**src/rtl/div_sequencer.sv**
```systemverilog
// Control sequencer wrapped around the iterative signed divider: latches operands,
// steps the divider through its phases and owns the architectural Hi/Lo registers.
module div_sequencer #(
  parameter int WIDTH       = 32,
  parameter int ITER_CYCLES = 30
) (
  input  logic             Clock,
  input  logic             Reset,
  input  logic             Start,
  input  logic [WIDTH-1:0] Dividend,
  input  logic [WIDTH-1:0] Divider,
  input  logic             HiWrite,
  input  logic             LoWrite,
  input  logic [WIDTH-1:0] WriteData,
  input  logic [1:0]       DivtoControl,
  input  logic [WIDTH-1:0] DivHi,
  input  logic [WIDTH-1:0] DivLo,
  output logic [1:0]       DivState,
  output logic [WIDTH-1:0] DividendQ,
  output logic [WIDTH-1:0] DividerQ,
  output logic             Busy,
  output logic             Done,
  output logic             DivZero,
  output logic [WIDTH-1:0] Hi,
  output logic [WIDTH-1:0] Lo
);

  localparam int CNT_W = (ITER_CYCLES > 1) ? $clog2(ITER_CYCLES) : 1;

  typedef enum logic [2:0] {
    S_IDLE, S_CHECK, S_EVAL, S_INIT, S_ITER, S_FINAL, S_WRITE
  } state_t;

  state_t             state_q, state_d;
  logic [CNT_W-1:0]   cnt_q, cnt_d;
  logic [WIDTH-1:0]   dividend_q, dividend_d;
  logic [WIDTH-1:0]   divider_q, divider_d;
  logic [WIDTH-1:0]   hi_q, hi_d;
  logic [WIDTH-1:0]   lo_q, lo_d;
  logic [1:0]         div_state_q, div_state_d;
  logic               busy_q, busy_d;
  logic               done_q, done_d;
  logic               div_zero_q, div_zero_d;
  logic               zero_seen;

  assign zero_seen = (DivtoControl == 2'b10);

  always_ff @(posedge Clock or negedge Reset) begin
    if (!Reset) begin
      state_q     <= S_IDLE;
      cnt_q       <= '0;
      dividend_q  <= '0;
      divider_q   <= '0;
      hi_q        <= '0;
      lo_q        <= '0;
      div_state_q <= 2'b00;
      busy_q      <= 1'b0;
      done_q      <= 1'b0;
      div_zero_q  <= 1'b0;
    end else begin
      state_q     <= state_d;
      cnt_q       <= cnt_d;
      dividend_q  <= dividend_d;
      divider_q   <= divider_d;
      hi_q        <= hi_d;
      lo_q        <= lo_d;
      div_state_q <= div_state_d;
      busy_q      <= busy_d;
      done_q      <= done_d;
      div_zero_q  <= div_zero_d;
    end
  end

  // The iterate phase ends on the internal counter; the divider's completion flag is not trusted.
  always_comb begin
    state_d = state_q;
    cnt_d   = cnt_q;
    case (state_q)
      S_IDLE:  if (Start) state_d = S_CHECK;
      S_CHECK: state_d = S_EVAL;
      S_EVAL: begin
        if (zero_seen) begin
          state_d = S_IDLE;
        end else begin
          cnt_d   = CNT_W'(ITER_CYCLES - 1);
          state_d = S_INIT;
        end
      end
      S_INIT:  state_d = S_ITER;
      S_ITER: begin
        if (cnt_q == '0) state_d = S_FINAL;
        else             cnt_d   = cnt_q - 1'b1;
      end
      S_FINAL: state_d = S_WRITE;
      S_WRITE: state_d = S_IDLE;
      default: state_d = S_IDLE;
    endcase
  end

  // Outputs are decoded from the next state so DivState and Busy come straight from flops.
  always_comb begin
    busy_d      = (state_d != S_IDLE);
    div_state_d = 2'b00;
    case (state_d)
      S_INIT:  div_state_d = 2'b01;
      S_ITER:  div_state_d = 2'b10;
      S_FINAL: div_state_d = 2'b11;
      default: div_state_d = 2'b00;
    endcase
  end

  // mthi/mtlo are honoured only while idle, so a division result can never collide with them.
  always_comb begin
    dividend_d = dividend_q;
    divider_d  = divider_q;
    hi_d       = hi_q;
    lo_d       = lo_q;
    done_d     = (state_q == S_WRITE);
    div_zero_d = (state_q == S_EVAL) && zero_seen;
    if (state_q == S_IDLE) begin
      if (Start) begin
        dividend_d = Dividend;
        divider_d  = Divider;
      end
      if (HiWrite) hi_d = WriteData;
      if (LoWrite) lo_d = WriteData;
    end
    if (state_q == S_WRITE) begin
      hi_d = DivHi;
      lo_d = DivLo;
    end
  end

  assign DivState  = div_state_q;
  assign DividendQ = dividend_q;
  assign DividerQ  = divider_q;
  assign Busy      = busy_q;
  assign Done      = done_q;
  assign DivZero   = div_zero_q;
  assign Hi        = hi_q;
  assign Lo        = lo_q;

endmodule

```
**config.mk**
```make
export PLATFORM = sky130hd
export DESIGN_NAME = div_sequencer
export DESIGN_NICKNAME = d
export VERILOG_FILES = /design/src/rtl/div_sequencer.sv
export SDC_FILE = /design/constraint.sdc
export NUM_CORES = 1
export LEC_CHECK = 0
export ABC_CLOCK_PERIOD_IN_PS = 3100
export CORE_MARGIN = 3
export CORE_UTILIZATION = 44
export DETAILED_ROUTE_END_ITERATION = 10
export GPL_TIMING_DRIVEN = 1
export PLACE_DENSITY = 0.95
export SETUP_SLACK_MARGIN = 0.5
export SLEW_MARGIN = 20
export SYNTH_ARGS = -nofsm -noshare
export SYNTH_HDL_FRONTEND = slang
export SYNTH_SLANG_ARGS = --single-unit
```
**constraint.sdc**
```tcl
create_clock -name Clock -period 3.1 [get_ports Clock]
set_input_delay 0.62 -clock Clock [delete_from_list [all_inputs] [get_ports Clock]]
set_output_delay 0.62 -clock Clock [all_outputs]
set_load 0.05 [all_outputs]
```
## Word level (Yosys, flattened, before mapping)

Cells that the tools add are included.

| word-level totals | value |
|---|---|
| flip-flop bits (word level) | 141 |
| input port bits | 167 |

| cells by class | value |
|---|---|
| $add $sub $neg | 1 |
| eq/ne operators | 12 |
| multiplexer cells | 14 |
| reduce and logical (&&, ||, !) cells | 12 |

Operators by type and width:

| operator | number |
|---|---|
| $mux 32 | 6 |
| $pmux 3 s6 | 1 |
| $eq 3x3->1 const B | 5 |
| $mux 5 | 2 |
| $pmux 5 s2 | 1 |
| $eq 3x2->1 const B | 3 |
| $reduce_bool 2->1 | 4 |
| $mux 3 | 2 |
| $pmux 2 s3 | 1 |
| $reduce_and 2->1 | 3 |
| $logic_not 5->1 | 1 |
| $sub 5x1->5 const B | 1 |
| $ne 2x2->1 const B | 2 |
| $eq 3x1->1 const B | 1 |
| $logic_not 3->1 | 1 |
| $reduce_and 3->1 | 1 |
| $reduce_bool 3->1 | 1 |
| $eq 2x2->1 const B | 1 |
| $mux 2 | 1 |
| $logic_and 1x1->1 | 1 |

## Longest topological paths before layout

| depth | value |
|---|---|
| depth in word-level cells | 5 |
| depth in mapped cells | 6 |

## Least setup slack after synthesis

OpenSTA, ideal clock, no wires.

| timing path | value |
|---|---|
| kind | input port to flip-flop |
| start point | input LoWrite |
| end point | register lo_q[10] (netlist: Lo[10]) |
| library setup time | 128 ps |
| arrival | 1,475 ps |
| data required time | 2,972 ps |
| slack | 1,496 ps |
| cell stages on the path | 4 |
| buffers on the path | 1 |
| cells stage by stage | nor4b_4 buf_6 mux2i_1 a21oi_2 |

| on the way | value |
|---|---|
| word-level cells in the longest chain between the ends | 2 |

RTL lines:

| what | line | RTL |
|---|---|---|
| from (decl) | 13 | `input logic LoWrite,` |
| $reduce_bool 2->1 (no line) | -- |  |
| $reduce_and 2->1 (no line) | -- |  |
| to (signal assigned) | 66 | `lo_q <= lo_d;` |
| to (decl) | 39 | `logic [WIDTH-1:0] lo_q, lo_d;` |

No other way between the ends.
A chain may end at the register's enable or synchronous reset.

## Worst setup path in the final report

| timing path | value |
|---|---|
| start point | register lo_q[18] (netlist: Lo[18]) |
| end point | output Lo[18] |

RTL lines:

| what | line | RTL |
|---|---|---|
| to (decl) | 25 | `output logic [WIDTH-1:0] Lo` |

No word-level cell between the ends.

==> flow_summary.yaml <==
grt:
  antenna_found_initial: 0
  grt_pass1_wl_um: 27300
  grt_start_max_net_pins: 65
  grt.total_usage: 0.235
  grt_pass1_vias: 5274
  grt_overflow: 0
cts:
  cts_buffers: 17
  clkSinkCount: 141
  htreeDepth: 4
  postCtsResizedCells: 0
  clk_pin_slew_ns: 0.06
  clockRootBuffer: "clkbuf_16"
  tritoncts: "done"
  cts_setup_buffers: 0
  clk_latency_ns: 0.40
  cts_buffer_depth: 2
  cts-hold-fix-buffers: 0
die:
  core_area_um2: 13300
  rows: 42
  io_pins: 300
  start_util: 0.452
  die_height_um: 123
  dieArea_um2: 15100
  die_x_um: 123
logic_synthesis:
  syn_inst: 474
  synthXorXnorAreaFrac: 0
  yosys_warnings: 0
  muxShareOfSynthArea: 0.226
  synth.ff_latch_count: 141
  syn_area_per_cell_um2: 12.7
  syn-num-nets: 643
  yosys.area_share.adder: 0.00415
  synthSimpleGateAreaFrac: 0.0699
  yosysUniqueCellTypes: 34
  synth_top_family_by_area: "multiplexers"
  ys_seq_area_frac: 0.585
  synth_compound_area_frac: 0.0770
  synth.cell_area_um2: 6030
setup_path:
  worstPathRequired_ns: 2.48
  path_class: "reg2out"
  cp_num_buf_inv: 1
  path_delay_family: "buffers and inverters"
  worst_setup_path_start_kind: "flop"
  slowest_stage: "clkdlybuf4s50_1"
  max_stage_delay_ns: 0.86
  cp-end-kind: "primary output"
  crit_chain: "clkdlybuf4s50_1"
  rrSetupSlack_ns: 1.02
  path_max_fanout: 2
  critical_path_arrival_ns: 1.63
sta:
  skew_ns: 0.00756
  fin_ws_ns: 0.849
  rsz0062_at_grt: "false"
  min_period_ns: 2.25
  worstMarginPinSlew_ns: 0.752
  report.final.slew_viol_count: 0
  min_period_over_period: 0.726
  fmax_mhz: 444
  setup_violations: 0
  final_hold_viol_count: 0
  max_slew_margin: 0.497
  tns_ns: 0
route:
  num_vias: 4905
  drc: 0
  ant_nets: 0
  drt_wl_total_um: 18100
  wl_per_cell_um: 18.8
  drt_iter0_drc: 289
  dr.pass1.iters: 4
  via_per_inst: 5.10
final_layout:
  nNetsFinal: 942
  final_layout_size_suffix_gt1_frac: 0.158
  seqCellArea_um2: 3530
  multi_input_area_um2: 2270
  finalInstanceArea_um2: 9730
  insertedDiodeCount: 0
  areaGrowthSynthToFinish_pct: 61.3
  final_cell_mix: "clkdlybuf4s50_1, dfrtp_1, nor2_1, mux2_2, mux2i_1"
  nFillCells: 844
  layout_commonest_cell: "clkdlybuf4s50_1"
place:
  place_congestion: 0.828
  dp.final_hpwl_um: 13300
  post_dp_cell_area_um2: 9170
  dp_slack_ns: 0.735
  portBuffers: 299
power_and_ir_drop:
  leakage_nw: 4.00
  vdd_drop_max_mv: 0.862
  total_power_mw: 12.8
  power.density_nw_per_um2: 1310
flow_run:
  maxCapViolations: 0
min_path:
  hold_path.class: "in2async"
outcome:
  status: "complete, no violations"
==> routing by layer <==
layer / GRT usage / vias to the layer above / share of wire
li1: - / 2257 / -
met1: 0.256 / 2400 / 0.36
met2: 0.413 / 231 / 0.52
met3: 0.108 / 17 / 0.10
met4: 0.0630 / 0 / 0.012
met5: 0 / - / 0
==> Yosys cell counts <==
library cell,n,area (um^2)
dfrtp_1,141,3530
nor2_1,67,251
mux2_2,64,721
mux2i_1,64,641
a21oi_1,49,245
a21oi_2,16,140
clkbuf_1,9,33.8
buf_6,8,90.1
buf_4,7,52.6
inv_1,6,22.5
o21ai_0,5,25.0
buf_2,4,20.0
nand2_1,4,15.0
and3_1,3,18.8
buf_1,3,11.3
a31oi_1,2,12.5
ha_1,2,25.0
nand3_1,2,10.0
nor3_1,2,10.0
nor4b_4,2,47.6
a22oi_1,1,7.51
a31o_2,1,8.76
and2_1,1,6.26
nand2b_1,1,6.26
nand3b_1,1,7.51
nand4_1,1,6.26
nor2b_1,1,6.26
nor3b_1,1,7.51
nor3b_2,1,12.5
o211ai_1,1,7.51
o221ai_1,1,8.76
o2bb2ai_1,1,8.76
or3_1,1,6.26
or4b_1,1,10.0
==> power by group <==
| part | internal (mW) | switching, mW |
|---|---|---|
| registers | 2.80 | 0.604 |
| logic | 2.77 | 4.67 |
| clock network | 1.22 | 0.722 |
==> through the flow <==
stage               hold WS, ns   util  instances
CTS                       0.186  0.729        961
floorplan                 0.324      -        474
detailed placement        0.496  0.687        930
global placement          0.489  0.687        930
finish                    0.177  0.729        961
global route              0.183  0.729        961
==> flip-flops by register name (all words and copies together), names as in the netlist <==
name and cells:
DividendQ 32, DividerQ 32, Hi 32, Lo 32, cnt_q 5, state_q 3, DivState 2, Busy 1
DivZero 1, Done 1
==> path summary, 6_finish.rpt <==
path	from	endpoint	depth (start not counted)
worst max-delay path	Lo[18]	Lo[18]	1
worst min-delay path	Reset	Hi[17]	1
worst max register to register	state_q[1]	Hi[13]	4
worst min register to register	DividendQ[16]	DividendQ[16]	1
max in group asynchronous	Reset	DividendQ[19]	2
min in group Clock	DividendQ[16]	DividendQ[16]	1
==> area by class of cell <==
cell class                      count  area share
Timing Repair Buffer              311       0.321
Inverter                            6     0.00232
Clock inverter                      7     0.00913
Sequential cell                   141       0.363
Multi-Input combinational cell    296       0.234
Clock buffer                       24      0.0485
Tap cell                          176      0.0226
==> logic make-up (layout without fill, tap and decap cells) <==
family	after synthesis	count (layout)
AO/OA/AOI/OAI	77	77
adder cells (fa/ha/maj)	2	2
buffers and inverters	37	348
flip-flops	141	141
multiplexers	128	128
AND/OR/NAND/NOR	89	89
No activity file was read; power rests on OpenSTA's default activity.
